$ cat src/rtl/sim_pkg.sv
// Shared types and constants for the simulation-side ioctl image loader.
package sim_pkg;

  typedef enum logic [2:0] {
    ST_IDLE,
    ST_SETUP,
    ST_ARM,
    ST_WRITE,
    ST_GAP,
    ST_TAIL,
    ST_DONE
  } state_t;

  localparam logic [15:0] UNDERRUN_MAX = 16'hFFFF;

  // Address increment per written word: 1 for byte images, 2 for 16-bit images.
  function automatic int unsigned ADDR_STEP(input int unsigned data_w);
    return data_w / 8;
  endfunction

endpackage

$ cat src/rtl/sim_ioctl_loader_fifo.sv
// Synchronous show-ahead FIFO: o_data always presents the head word while not empty.
module sim_word_fifo #(
  parameter  int DEPTH = 16,
  parameter  int WIDTH = 8,
  localparam int PTR_W = $clog2(DEPTH),
  localparam int CNT_W = $clog2(DEPTH) + 1
) (
  input  logic             clk_sys,
  input  logic             reset,
  input  logic             i_push,
  input  logic [WIDTH-1:0] i_data,
  input  logic             i_pop,
  output logic [WIDTH-1:0] o_data,
  output logic             o_full,
  output logic             o_empty,
  output logic [CNT_W-1:0] o_count
);

  logic [WIDTH-1:0] r_mem [DEPTH];
  logic [PTR_W-1:0] r_wr_ptr;
  logic [PTR_W-1:0] r_rd_ptr;
  logic [CNT_W-1:0] r_count;
  logic             w_do_push;
  logic             w_do_pop;

  assign o_full    = (r_count == CNT_W'(DEPTH));
  assign o_empty   = (r_count == '0);
  assign o_count   = r_count;
  assign o_data    = r_mem[r_rd_ptr];
  assign w_do_push = i_push & ~o_full;
  assign w_do_pop  = i_pop & ~o_empty;

  // Storage carries no reset; only the pointers define what is valid.
  always_ff @(posedge clk_sys) begin
    if (w_do_push) r_mem[r_wr_ptr] <= i_data;
  end

  always_ff @(posedge clk_sys) begin
    if (reset) begin
      r_wr_ptr <= '0;
      r_rd_ptr <= '0;
      r_count  <= '0;
    end else begin
      if (w_do_push) r_wr_ptr <= r_wr_ptr + PTR_W'(1);
      if (w_do_pop)  r_rd_ptr <= r_rd_ptr + PTR_W'(1);
      case ({w_do_push, w_do_pop})
        2'b10:   r_count <= r_count + CNT_W'(1);
        2'b01:   r_count <= r_count - CNT_W'(1);
        default: r_count <= r_count;
      endcase
    end
  end

endmodule

$ cat src/rtl/sim_ioctl_loader.sv
// Clocked replay engine: drains host-pushed image words onto the core's ioctl bus
// with HPS-like pacing and ioctl_wait back-pressure.
module sim_ioctl_loader
  import sim_pkg::*;
#(
  parameter int ADDR_W     = 25,
  parameter int DATA_W     = 8,
  parameter int FIFO_DEPTH = 16,
  parameter int WR_GAP     = 7,
  parameter int TAIL       = 4
) (
  input  logic              clk_sys,
  input  logic              reset,
  input  logic              start,
  input  logic [7:0]        start_index,
  input  logic [ADDR_W-1:0] start_base,
  input  logic [ADDR_W-1:0] img_len,
  input  logic              host_valid,
  input  logic [DATA_W-1:0] host_data,
  output logic              host_ready,
  output logic              ioctl_download,
  output logic              ioctl_wr,
  output logic [ADDR_W-1:0] ioctl_addr,
  output logic [DATA_W-1:0] ioctl_dout,
  output logic [7:0]        ioctl_index,
  input  logic              ioctl_wait,
  output logic              busy,
  output logic              done,
  output logic [15:0]       underrun_cnt
);

  localparam int                CNT_W     = $clog2(FIFO_DEPTH) + 1;
  localparam logic [ADDR_W-1:0] STEP      = ADDR_W'(ADDR_STEP(DATA_W));
  localparam logic [7:0]        GAP_LOAD  = 8'((WR_GAP > 0) ? WR_GAP - 1 : 0);
  localparam logic [15:0]       TAIL_LOAD = 16'(TAIL - 1);

  state_t              r_state;
  state_t              w_next;
  logic [7:0]          r_index;
  logic [ADDR_W-1:0]   r_addr;
  logic [DATA_W-1:0]   r_dout;
  logic [ADDR_W-1:0]   r_remain;
  logic [7:0]          r_gap_cnt;
  logic [15:0]         r_tail_cnt;
  logic [15:0]         r_underrun;
  logic                r_download;
  logic                r_wr;
  logic                r_busy;
  logic                r_done;
  logic                w_pop;
  logic                w_push;
  logic                w_underrun_inc;
  logic [ADDR_W-1:0]   w_remain_dec;
  logic [DATA_W-1:0]   w_fifo_data;
  logic                w_fifo_full;
  logic                w_fifo_empty;
  logic [CNT_W-1:0]    w_fifo_count;

  sim_word_fifo #(
    .DEPTH (FIFO_DEPTH),
    .WIDTH (DATA_W)
  ) u_fifo (
    .clk_sys (clk_sys),
    .reset   (reset),
    .i_push  (w_push),
    .i_data  (host_data),
    .i_pop   (w_pop),
    .o_data  (w_fifo_data),
    .o_full  (w_fifo_full),
    .o_empty (w_fifo_empty),
    .o_count (w_fifo_count)
  );

  assign host_ready   = (w_fifo_count != CNT_W'(FIFO_DEPTH));
  assign w_push       = host_valid & ~w_fifo_full;
  assign w_remain_dec = r_remain - ADDR_W'(1);

  always_comb begin
    w_next         = r_state;
    w_pop          = 1'b0;
    w_underrun_inc = 1'b0;
    unique case (r_state)
      ST_IDLE:  if (start) w_next = ST_SETUP;
      ST_SETUP: w_next = (r_remain == '0) ? ST_TAIL : ST_ARM;
      ST_ARM: begin
        if (!ioctl_wait) begin
          if (!w_fifo_empty) begin
            w_pop  = 1'b1;
            w_next = ST_WRITE;
          end else begin
            w_underrun_inc = 1'b1;
          end
        end
      end
      ST_WRITE: begin
        if (w_remain_dec == '0) w_next = ST_TAIL;
        else if (WR_GAP == 0)   w_next = ST_ARM;
        else                    w_next = ST_GAP;
      end
      ST_GAP:   if (r_gap_cnt == '0) w_next = ST_ARM;
      ST_TAIL:  if (r_tail_cnt == '0) w_next = ST_DONE;
      ST_DONE:  w_next = ST_IDLE;
      default:  w_next = ST_IDLE;
    endcase
  end

  // Outputs are registered from the next state so they align with the state they describe.
  always_ff @(posedge clk_sys) begin
    if (reset) begin
      r_state    <= ST_IDLE;
      r_download <= 1'b0;
      r_wr       <= 1'b0;
      r_busy     <= 1'b0;
      r_done     <= 1'b0;
      r_index    <= '0;
      r_addr     <= '0;
      r_dout     <= '0;
      r_underrun <= '0;
    end else begin
      r_state    <= w_next;
      r_download <= (w_next inside {ST_SETUP, ST_ARM, ST_WRITE, ST_GAP, ST_TAIL});
      r_busy     <= (w_next inside {ST_SETUP, ST_ARM, ST_WRITE, ST_GAP, ST_TAIL});
      r_wr       <= (w_next == ST_WRITE);
      r_done     <= (w_next == ST_DONE);
      if (r_state == ST_IDLE && start) begin
        r_index <= start_index;
        r_addr  <= start_base;
      end
      if (w_pop) r_dout <= w_fifo_data;
      // The final write leaves the address on the last word written.
      if (r_state == ST_WRITE && w_remain_dec != '0) r_addr <= r_addr + STEP;
      if (w_underrun_inc && r_underrun != UNDERRUN_MAX) r_underrun <= r_underrun + 16'd1;
    end
  end

  always_ff @(posedge clk_sys) begin
    if (r_state == ST_IDLE && start) r_remain <= img_len;
    else if (r_state == ST_WRITE)    r_remain <= w_remain_dec;
    if (r_state == ST_WRITE)                  r_gap_cnt <= GAP_LOAD;
    else if (r_state == ST_GAP)               r_gap_cnt <= r_gap_cnt - 8'd1;
    if (w_next == ST_TAIL && r_state != ST_TAIL) r_tail_cnt <= TAIL_LOAD;
    else if (r_state == ST_TAIL)                 r_tail_cnt <= r_tail_cnt - 16'd1;
  end

  assign ioctl_download = r_download;
  assign ioctl_wr       = r_wr;
  assign ioctl_addr     = r_addr;
  assign ioctl_dout     = r_dout;
  assign ioctl_index    = r_index;
  assign busy           = r_busy;
  assign done           = r_done;
  assign underrun_cnt   = r_underrun;

endmodule
$ cat config.mk
export PLATFORM = sky130hd
export DESIGN_NAME = sim_ioctl_loader
export DESIGN_NICKNAME = d
export VERILOG_FILES = /design/src/rtl/sim_pkg.sv /design/src/rtl/sim_ioctl_loader_fifo.sv /design/src/rtl/sim_ioctl_loader.sv
export SDC_FILE = /design/constraint.sdc
export NUM_CORES = 1
export LEC_CHECK = 0
export ABC_AREA = 1
export CAP_MARGIN = 20
export CORE_ASPECT_RATIO = 1.1
export CORE_MARGIN = 3
export CORE_UTILIZATION = 54
export DETAILED_ROUTE_END_ITERATION = 8
export PLACE_DENSITY_LB_ADDON = 0.2
export SLEW_MARGIN = 10
export SYNTH_ARGS = -nofsm -noshare
export SYNTH_HDL_FRONTEND = slang
export SYNTH_SLANG_ARGS = --single-unit
$ cat constraint.sdc
create_clock -name clk_sys -period 6.4 [get_ports clk_sys]
set_input_delay 0.96 -clock clk_sys [delete_from_list [all_inputs] [get_ports clk_sys]]
set_output_delay 0.96 -clock clk_sys [all_outputs]
set_load 0.005 [all_outputs]
==> run summary <==
Crit. End Element: flip-flop
clock latency on the worst-skew pair: 0.53 ns
Slowest cell on crit path: nand2_4
largest family of logic cells by synthesized area: simple AND/OR/NAND/NOR gates
CTS clk-pin slew, worst paths: 0.06 ns
initial antenna violation count: 0
CTS Buf Count: 26
type of origin of the critical path: flip-flop
worst relative slew slack: 32.7%
period utilization: 53.5%
Final min period: 3.43 ns
crit-path cells: inv_1, ha_1, nand2_1, nor2_2, nand2_1, nand2_1, nand2_1, nor2_1, nand3_1, nor2_2, nand2_2, nand2_4, nand3_1, a21oi_1
setup_tns: 0 ns
delay-heaviest family, CP: simple AND/OR/NAND/NOR gates
Placement Setup Slack: 2.91 ns
Crit path largest cell delay: 0.55 ns
# setup viols final: 0
layout cells sized above 1: 4.79%
Compound-Gate Fraction of Synth Area: 10.8%
synthesized area per cell: 8.61 µm²
Max Freq: 292 MHz
DP HPWL: 21200 µm
worst vdd ir: 0.000239 V
Initial Utilization: 55.1%
CP most frequent cell: nand2_1
Post-Synth Adder-Cell Area: 1.81%
cell taking the most area after synthesis: edfxtp_1
Lkg Pwr: 5.41 nW
final design utilization: 66.0%
synth top area cells: edfxtp_1 (38%), dfxtp_1 (16%), nand2_1 (7.8%)
H-tree levels: 1
post-synthesis net count: 1502
sequential fraction of the synthesis area: 54.2%
status: finished, final reports clean
Hold Buf Count CTS: 0
total wire length: 31000 µm
DR WL/cell: 16.8 µm
gr usage total: 25.1%
WP data required: 6.86 ns
CTS tree: built
number of global-route vias before repair: 9915
IO Pins: 133
YS warnings: 0
Clock Path Buffers: 3
commonest non-fill, non-tap cell in the layout: nand2_1
P&R area growth vs syn: 19.8%
largest net degree at the start of global routing: 69
Cell Count, Final, Fillers Out: 1840
drc violations: 0
port bufs: 132
worst hold path class: flip-flop to flip-flop
max cap viols: 0
arrival time at the worst endpoint: 3.88 ns
Routability Congestion: 0.902
nets@finish: 1614
Setup Buffers After CTS: 0
critical path type: flip-flop to flip-flop
top_reg_cell synth: edfxtp_1
Mapped Area: 12200 µm²
Cell variety after synth: 38
Post-synth EDFFs: 153
vias per cell: 5.57
antenna cells: 0
RSZ-0062 raised after global routing: no
Post-DRT Antenna Nets: 0
fill count: 1789
Synth async-reset ratio: 0%
most frequent cells in the layout: nand2_1 (253), nor2_1 (242), edfxtp_1 (153)
DP Cell Count: 1791
die extent in y: 163 µm
die width: 149 µm
Buf+Inv Stages, Crit Path: 1
first-pass GRT wire length: 49800 µm
Fin. Hold Viols: 0
die area: 24400 µm²
worst-path maximum fanout: 49
mux cell area share after synthesis: 0%
via count: 10256
worst setup margin: 2.97 ns
Cells after Synth: 1414
Post-Synth Simple-Gate Area: 24.1%
drt first pass iters: 5
total gr overflow: 0
clock root buffer master: clkbuf_16
Worst-Margin Slew: 1.01 ns
Placeable Area: 22100 µm²
Synth Register Bits: 253
DR iter-0 viols: 738
Clock Skews: 0.00867 ns
Resize count post-CTS: 0
Core Rows: 57
top-area cell type share of the netlist area: 37.7%
XOR/XNOR Fraction of Synth Area: 3.24%
final slew viol count: 0
clock sinks: 253
power density over cell area: 281 nW/µm²
[where the power goes]
| part | switching [mW] | total, mW | internal [mW] |
|---|---|---|---|
| clock | 0.627 | 1.50 | 0.875 |
| sequential | 0.133 | 2.01 | 1.88 |
| combinational | 0.330 | 0.588 | 0.258 |
| total | 1.09 | 4.10 | 3.01 |
[logic make-up (layout without fill, tap and decap cells)]
logic type	after synthesis	in the layout
and+or+nand+nor	688	688
DFF	253	253
buffers and inverters	182	313
adders and majority gates	17	17
xor gates and xnor gates	45	45
AOI/OAI and AO/OA	229	229
[cell type report]
class | instances | area, µm² | share of cell area (%)
clock buffer | 32 | 714 | 4.90
clock inverter | 15 | 139 | 0.952
inverter | 123 | 462 | 3.16
multi-input combinational | 979 | 4880 | 33.4
sequential | 253 | 6600 | 45.2
tap | 295 | 369 | 2.53
timing repair buffer | 143 | 1430 | 9.81
[flip-flops by register name (all words and copies together), names as in the netlist, 4 cells and up]
register / count
u_fifo.r_mem: 128
ioctl_addr: 25
r_remain: 25
r_tail_cnt: 16
underrun_cnt: 16
ioctl_dout: 8
ioctl_index: 8
r_gap_cnt: 8
u_fifo.o_count: 5
u_fifo.r_rd_ptr: 4
u_fifo.r_wr_ptr: 4
[worst reg2reg max path, delay by kind of cell (launching register included)]
family,cells,cell delay [ns]
buf+inv,1,0.18
flops,1,0.43
fa+ha+maj,1,0.32
simple gates,11,2.24
compound gates,1,0.17
[per-stage QoR]
stage                     hold slack, ns  area [µm²]  power, mW
after floorplan                    0.441       12200       2.39
after global placement             0.452       13700       2.60
after detailed placement           0.454       13700       2.62
after CTS                          0.464       14500       4.12
after global routing               0.487       14600       4.28
final                              0.470       14600       4.10
[synthesized netlist by cell type, drive strengths merged (21+ instances only)]
cell and instances:
a21oi 53, nand3 109, xor2 21, xnor2 24, clkbuf 46, o21ai 105
nand4 23, o221ai 22, edfxtp 153, nand2 257, inv 119, nor2 253
nor3 24, dfxtp 100
[worst paths after layout]
kind                                  endpoint          from  slack [ns]  depth (start not counted)
worst max-delay path            ioctl_addr[12]   r_remain[0]        2.97                         14
worst min-delay path              r_gap_cnt[0]  r_gap_cnt[0]        0.47                          2
worst max register to register  ioctl_addr[12]   r_remain[0]        2.97                         14
worst min register to register    r_gap_cnt[0]  r_gap_cnt[0]        0.47                          2
[metal layers]
| layer | GRT usage, % | up-vias | share of wire (%) |
|---|---|---|---|
| met2 | 41.8 | 338 | 47 |
| met5 | 0 | - | 0 |
| li1 | - | 5038 | - |
| met4 | 7.45 | 0 | 2.4 |
| met1 | 34.2 | 4825 | 44 |
| met3 | 3.86 | 55 | 6.0 |
Power figures use the tool's default switching activity.
